$ cat src/rtl/reg_dump_scanner.sv
// reg_dump_scanner: freezes the CPU on a halt PC or watchdog and streams out all 32 registers
module reg_dump_scanner #(
  parameter logic [31:0] HALT_PC    = 32'hF000_0100,
  parameter logic [31:0] MAX_CYCLES = 32'd1000
) (
  input  logic        clk,
  input  logic        rst,
  input  logic [31:0] pc,
  output logic        cpu_hold,
  output logic [4:0]  reg_sel,
  input  logic [31:0] reg_data,
  output logic        out_valid,
  input  logic        out_ready,
  output logic [31:0] out_data,
  output logic [4:0]  out_idx,
  output logic        done,
  output logic [1:0]  halt_cause
);
  typedef enum logic [1:0] {RUN, SEL, SEND, DONE} state_t;
  state_t      state;
  logic [31:0] cycle_cnt;
  logic [4:0]  idx;
  logic        pc_hit;
  logic        wd_hit;
  logic        trig;
  always_comb begin
    pc_hit    = state == RUN && pc == HALT_PC;
    wd_hit    = state == RUN && cycle_cnt == MAX_CYCLES;
    trig      = pc_hit || wd_hit;
    cpu_hold  = state != RUN || trig;
    reg_sel   = (state == SEL || state == SEND) ? idx : 5'd0;
    out_valid = state == SEND;
    done      = state == DONE;
  end
  always_ff @(posedge clk) begin
    if (rst) begin
      state      <= RUN;
      cycle_cnt  <= '0;
      idx        <= '0;
      out_data   <= '0;
      out_idx    <= '0;
      halt_cause <= 2'b00;
    end else begin
      case (state)
        RUN: begin
          cycle_cnt <= cycle_cnt + 32'd1;
          if (trig) begin
            halt_cause <= pc_hit ? 2'b01 : 2'b10;
            state      <= SEL;
          end
        end
        SEL: begin
          out_data <= reg_data;
          out_idx  <= idx;
          state    <= SEND;
        end
        SEND: if (out_ready) begin
          if (idx == 5'd31) state <= DONE;
          else begin
            idx   <= idx + 5'd1;
            state <= SEL;
          end
        end
        default: ;
      endcase
    end
  end
endmodule

$ cat config.mk
export PLATFORM = sky130hd
export DESIGN_NAME = reg_dump_scanner
export DESIGN_NICKNAME = d
export VERILOG_FILES = /design/src/rtl/reg_dump_scanner.sv
export SDC_FILE = /design/constraint.sdc
export NUM_CORES = 1
export LEC_CHECK = 0
export CAP_MARGIN = 20
export CORE_MARGIN = 2
export CORE_UTILIZATION = 38
export DETAILED_ROUTE_END_ITERATION = 8
export GPL_ROUTABILITY_DRIVEN = 0
export PLACE_DENSITY = 0.72
export SLEW_MARGIN = 20
export SYNTH_ARGS = -nofsm -noshare
export SYNTH_HDL_FRONTEND = slang
export SYNTH_SLANG_ARGS = --single-unit
$ cat constraint.sdc
create_clock -name clk -period 5.6 [get_ports clk]
set_clock_uncertainty 0.05 [all_clocks]
set_input_delay 1.12 -clock clk [delete_from_list [all_inputs] [get_ports clk]]
set_output_delay 1.12 -clock clk [all_outputs]
set_load 0.01 [all_outputs]
==> results of run 1 <==
-- metrics by stage --
stage | power [W] | cells | util, % | cell area [sq um]
after CTS | 0.001369 | 587 | 55.74 | 4837
after floorplan | 0.0007397 | 365 | - | 3379
after global routing | 0.001416 | 587 | 55.74 | 4837
final | 0.001355 | 587 | 55.74 | 4837
after detailed placement | 0.0008557 | 571 | 52.93 | 4593
after global placement | 0.0008483 | 571 | 52.81 | 4583
-- tightest hold or removal path: cells and delay by family, from the launching register on --
kind / cells / cell delay (ns)
AOI/OAI and AO/OA: 1 / 0.05
DFF: 1 / 0.31
and+or+nand+nor: 1 / 0.05
-- final cells by class --
cell class	instances	share of cell area [%]
clock buffers	9	2.561
clock inverters	7	2.483
inverters	8	0.6208
multi-input cells	263	35.83
flip-flops and latches	78	32.28
well taps	108	2.794
repair buffers	114	23.44
-- synthesized netlist by cell type (all sizes together) (8+ instances only) --
library cell  instances  share of area [%]
a21oi                14                2.1
clkbuf               12                1.3
dfxtp                78                 46
ha                    8                3.0
inv                   8               0.89
mux2i                39                 12
nand2                16                1.8
nand3                11                1.6
nand4                15                2.8
nor2                 66                7.3
nor4                 11                2.0
o21ai                 9                1.3
or3                  10                1.9
xnor2                13                3.4
xor2                 11                2.9
-- sequential cells by signal, summed over array words and instances (netlist names) --
register	flops
halt_cause	2
out_idx	5
state	2
cycle_cnt	32
idx	5
out_data	32
-- where the power goes --
group	switching [W]	internal [W]	leakage [nW]	total [W]
logic	0.0000961	0.000138	0.941	0.000235
registers	0.0000223	0.000583	0.630	0.000606
clock network	0.000216	0.000298	0.120	0.000515
total	0.000335	0.00102	1.69	0.00136
-- per-layer routing --
metal | global-route usage [%] | vias to the layer above | part of all wire [%]
met5 | 0 | - | 0
met4 | 6.006 | 0 | 1.5
met3 | 3.436 | 15 | 5.4
met2 | 26.53 | 79 | 45
met1 | 21.57 | 1358 | 48
li1 | - | 1494 | -
-- worst max path at each step --
stage | endpoint | cells past startpoint
final | cpu_hold | 6
after global routing | cpu_hold | 6
after CTS | cpu_hold | 6
after detailed placement | cpu_hold | 6
after global placement | cpu_hold | 6
after floorplan | cpu_hold | 3
-- cell families after synthesis --
kind of cell	after synthesis	share of synthesized area, %
compound gates	25	4.406
xor+xnor	24	6.220
fa+ha+maj	8	2.962
buf+inv	24	2.888
flops	78	46.21
mux	40	12.00
simple gates	166	25.32
==> metrics.md, run 1 <==
| Metric | Value |
|---|---|
| Combined buffer and inverter count along the critical path | 2 |
| Quantity of I/O buffers inserted on ports | around 110 |
| Max-cap viol count | 0 |
| Leakage power total | 1.691 nW |
| Top-level port count | around 110 |
| Data arrival time of the critical path | around 3.1 ns |
| Capture point of the worst reg-to-reg path | state[0]$_SDFFE_PP0P_ |
| Worst hold margin | about 0.41 ns |
| Drc violations | 0 |
| Status | finished, final reports clean |
| Cell family with most CP delay | buffers and inverters |
| Synthesized area | roughly 3400 sq um |
| Grt total ovfl | 0 |
| Biggest cell delay along the critical path | 0.55 ns |
| Die area | 9664 sq um |
| TritonCTS sink count | 78 |
| Final-stage net count | 549 |
| Ys flop type | sky130_fd_sc_hd__dfxtp_1 |
| Number of cells on the worst hold path | 2 |
| Most used cells in the layout excluding fill and tap cells | sky130_fd_sc_hd__clkdlybuf4s50_1, sky130_fd_sc_hd__dfxtp_1, sky130_fd_sc_hd__nor2_1, sky130_fd_sc_hd__mux2i_1, sky130_fd_sc_hd__nand2_1 |
| Routed via count divided by cell count | about 5.0 |
| Reg area | between 1500 and 2000 sq um |
| Pin count of the biggest net entering global routing | 81 |
| Final setup violating endpoints | 0 |
| Worst setup path class | in -> out |
| Die height | 98.31 um |
| Crit path top cell by count | sky130_fd_sc_hd__clkdlybuf4s50_1 |
| Time the worst path needs with I/O delays and setup | about 4.3 ns |
| Initial DRC count | 105 |
| Largest fanout of any net on the critical path | 4 |
| Final cycle utilization of the critical path | 76.03% |
| Beginning of the worst register-to-register path | state[0]$_SDFFE_PP0P_ |
| Slowest stage cell, crit path | sky130_fd_sc_hd__clkdlybuf4s50_1 |
| Die Span X | between 90 and 100 um |
| Inserted Clock Buffers | 9 |
| Via count | between 2k and 3k |
| Launch point of the worst hold path | halt_cause[0]$_SDFFE_PP0P_ |
| Most common cell after layout, fill and taps aside | sky130_fd_sc_hd__clkdlybuf4s50_1 |
| Instance count of the mapped netlist | around 370 |
| Slew Limit Fails | 0 |
| Power density of the placed cells | 280.1 nW/um^2 |
| Antenna violations before repair | 0 |
| Number of synthesized flops with an enable pin | 0 |
| Pre-CTS worst setup slack | between 1 and 1.5 ns |
| Max IR drop VDD | a little over 0.1 mV |
| DP HPWL | ~5600 um |
| Chain of cells forming the critical path | clkdlybuf4s50_1 > nor4bb_1 > nand4_1 > or3_1 > nand3_1 > clkdlybuf4s50_1 |
| Required time at the worst-slack endpoint | 4.43 ns |
| Terminating pin of the worst hold path | halt_cause[0]$_SDFFE_PP0P_ |
| Number of global-route vias before repair | 2835 |
| Global-route wire length before repair | roughly 13000 um |
| Final Worst Setup Slack | 1.342 ns |
| Peak clock frequency supported by timing | 234.9 MHz |
| Crit path capture type | output pin |
| Area of combinational cells with multiple inputs | roughly 1700 sq um |
| Number of nets still failing antenna checks after routing | 0 |
| Hold Crit Class | reg -> reg |
| Cell Rows | 34 |
| Cells resized by post-CTS repair | 0 |
| Antenna Diode Count | 0 |
| Tightest Pin Transition | 0.8028 ns |
| Clock slew at reported path FFs | roughly 0.080 ns |
| Count of TritonRoute iterations in the first routing pass | 4 |
| Hold-fix buffers, CTS | 0 |
| Total nets after synthesis | 440 |
| Area grow syn2layout | 43.13% |
| Total negative slack | 0 ns |
| Wirelength, routed | between 7000 and 8000 um |
| Proportion of register bits with asynchronous set or reset after synthesis | 0% |
| Insertion delay to the later sink of the worst-skew pair | approximately 0.35 ns |
| Slew Limit Headroom | about 46% |
| Final-layout fill cell count | around 760 |
| Total number of H-tree levels | 3 |
| Post-CTS setup-driven buffer insertion count | 0 |
| Buffer levels on the longest clock path | 2 |
| Number of flip-flops and latches in the synthesized netlist | 78 |
| Number of synthesis warnings | 0 |
| Final Hold Vio Count | 0 |
| Reg2Reg Depth | 7 |
| Clock tree from TritonCTS | built |
| Synth Area per Inst | 9.259 sq um |
| CTS root buffer | sky130_fd_sc_hd__clkbuf_8 |
| R2R setup slack | about 2.8 ns |
| Part of the Yosys area used for sequential elements | a little under half |
| Library cells used by synthesis | 35 |
| Area of the core | slightly below 9000 sq um |
| Worst setup path start | pc[30] |
| Avg WL per Cell | 13.14 um |
| Starting density of the core | 38.94% |
| Kind of launch point of the worst setup path | input pin |
| Total routing resource utilization after global routing | around 16% |
| Unrepaired setup endpoints after global routing | no |
| Layout cells sized above 1 | under 10% |
(Power assumes the default switching activity.)
==> run 2, diff against run 1 <==
Clock period 5.6 ns to 4.32 ns, I/O delays scaled along.
==> metrics.md, run 2 (synthesis results as in run 1) <==
| Metric | Value |
|---|---|
| Status | finished, final reports clean |
| Cell Rows | 34 (unchanged) |
| Placed cell count | 573 (+0.35%) |
| Total power of the final layout | 0.001709 W (+26%) |
| Die area | 9664 sq um (unchanged) |
| Hold-fix buffers, CTS | 0 (unchanged) |
| Initial DRC count | 100 (-4.8%) |
| Capture point of the worst reg-to-reg path | cycle_cnt[31]$_SDFFE_PP0P_ |
| Antenna violations before repair | 0 (unchanged) |
| Total routing resource utilization after global routing | 16.73% (+0.36 points) |
| Cells resized by post-CTS repair | 0 (unchanged) |
| Number of nets still failing antenna checks after routing | 0 (unchanged) |
| Most used cells in the layout excluding fill and tap cells | sky130_fd_sc_hd__clkdlybuf4s50_1, sky130_fd_sc_hd__dfxtp_1, sky130_fd_sc_hd__nor2_1, sky130_fd_sc_hd__mux2i_1, sky130_fd_sc_hd__nand2_1 |
| Peak clock frequency supported by timing | around 270 MHz |
| Grt total ovfl | 0 (unchanged) |
| Antenna Diode Count | 0 (unchanged) |
| Beginning of the worst register-to-register path | state[0]$_SDFFE_PP0P_ |
| Leakage power total | 1.687 nW (-0.21%) |
| Hold Crit Class | reg -> reg |
| Quantity of I/O buffers inserted on ports | 113 (unchanged) |
| Final cycle utilization of the critical path | 85.76% |
| Post-CTS setup-driven buffer insertion count | 0 (unchanged) |
| Reg2Reg Depth | 8 (+1) |
| Layout cells sized above 1 | 5.821% (+0.39 points) |
| Final Non-Filler Cells | 589 (+0.34%) |
| Starting density of the core | 38.94% (unchanged) |
| CTS root buffer | sky130_fd_sc_hd__clkbuf_8 |
| R2R setup slack | 1.82 ns (-0.93 ns) |
| Kind of launch point of the worst setup path | input pin |
| Power density of the placed cells | 354.0 nW/um^2 (+26%) |
| Area grow syn2layout | 42.87% |
| Met2 Resource Use GR | 28.05% (+1.5 points) |
| Inserted Clock Buffers | 9 (unchanged) |
| Slew Limit Fails | 0 (unchanged) |
| GR Layer Usage met1 | 21.36% (-0.22 points) |
| Count of TritonRoute iterations in the first routing pass | 4 (unchanged) |
| Global-route wire length before repair | 13440 um (+1.5%) |
| Die Span X | 98.31 um (unchanged) |
| Routed via count divided by cell count | 5.041 (+0.44%) |
| Drc violations | 0 (unchanged) |
| Pin count of the biggest net entering global routing | 53 (-35%) |
| Buffer levels on the longest clock path | 2 (unchanged) |
| Most common cell after layout, fill and taps aside | sky130_fd_sc_hd__clkdlybuf4s50_1 |
| Total negative slack | 0 ns (unchanged) |
| Largest fanout of any net on the critical path | 4 (unchanged) |
| Insertion delay to the later sink of the worst-skew pair | 0.35 ns (about the same) |
| Tightest Pin Transition | 0.9185 ns (+0.1157 ns) |
| Final setup violating endpoints | 0 (unchanged) |
| Top-level port count | 114 (unchanged) |
| Number of global-route vias before repair | 2852 (+0.60%) |
| Required time at the worst-slack endpoint | 3.41 ns (-1.02 ns) |
| Worst setup path class | in -> out |
| Unrepaired setup endpoints after global routing | no |
| Final Hold Vio Count | 0 (unchanged) |
| Top flop regs | cycle_cnt (32), out_data (32) |
| Slew Limit Headroom | 38.77% (-7.7 points) |
| Timing endpoint of the critical path | cpu_hold |
| Wirelength, routed | 7902 um (+2.5%) |
| DP HPWL | 5779 um (+3.1%) |
| GR Util met3 | 4.438% (+1.0 points) |
| Max IR drop VDD | 0.1705 mV (+68%) |
| Grt peak-use layer | met2 |
| Crit path capture type | output pin |
| Worst setup path start | pc[30] |
| Avg WL per Cell | 13.42 um (+2.1%) |
| Area of the core | 8678 sq um (unchanged) |
| TritonCTS sink count | 78 (unchanged) |
| Total number of H-tree levels | 3 (unchanged) |
| Core Util, Final | 55.64% (-0.10 points) |
| Via count | 2969 (+0.78%) |
| Clock tree from TritonCTS | built |
| Time the worst path needs with I/O delays and setup | 3.705 ns |
| Max-cap viol count | 0 (unchanged) |
| Die height | 98.31 um (unchanged) |
| Final-stage net count | 551 (+0.36%) |
| Clock slew at reported path FFs | 0.08 ns (about the same) |
| Data arrival time of the critical path | 2.79 ns (-0.30 ns) |
## run 2: area by class of cell
cell class                      count  area, sq um
Multi-Input combinational cell    263         1723
Clock inverter                      6        92.59
Tap cell                          108        135.1
Sequential cell                    78         1562
Fill cell                         775         3850
Timing Repair Buffer              116         1149
Clock buffer                       10        137.6
Inverter                            8        30.03
## run 2: power by group
part,switching (W),internal (W)
combinational,0.000123,0.000178
sequential,0.0000275,0.000756
clock,0.000280,0.000344
total,0.000431,0.00128
## run 2: through the flow
step                hold slack (ns)  setup slack (ns)  cell area [sq um]
detailed placement           0.4019            0.5951               4598
global placement             0.3977            0.6112               4598
CTS                          0.4143            0.5947               4828
finish                       0.4112            0.6150               4828
global route                 0.4222            0.4637               4828
floorplan                    0.4036             1.593               3379
## run 2: how the worst min path moves through the flow
stage	start	to	depth (start not counted)
3_5_place_dp	halt_cause[0]$_SDFFE_PP0P_	halt_cause[0]$_SDFFE_PP0P_	2
3_3_place_gp	halt_cause[0]$_SDFFE_PP0P_	halt_cause[0]$_SDFFE_PP0P_	2
2_1_floorplan	cycle_cnt[31]$_SDFFE_PP0P_	cycle_cnt[31]$_SDFFE_PP0P_	2
6_report	halt_cause[0]$_SDFFE_PP0P_	halt_cause[0]$_SDFFE_PP0P_	2
4_1_cts	halt_cause[0]$_SDFFE_PP0P_	halt_cause[0]$_SDFFE_PP0P_	2
5_1_grt	halt_cause[0]$_SDFFE_PP0P_	halt_cause[0]$_SDFFE_PP0P_	2
## run 2: worst max-delay path: stages
cell and delay (ns):
sky130_fd_sc_hd__clkdlybuf4s50_1 0.44, sky130_fd_sc_hd__nor4bb_1 0.26, sky130_fd_sc_hd__nand4_1 0.12, sky130_fd_sc_hd__or3_1 0.45, sky130_fd_sc_hd__nand3_1 0.12, sky130_fd_sc_hd__clkdlybuf4s50_1 0.54
## run 2: per-layer routing
metal	wire [um]	part of all wire [%]
met1	3782	48
met2	3661	46
met3	372	4.7
met4	86	1.1
met5	0	0
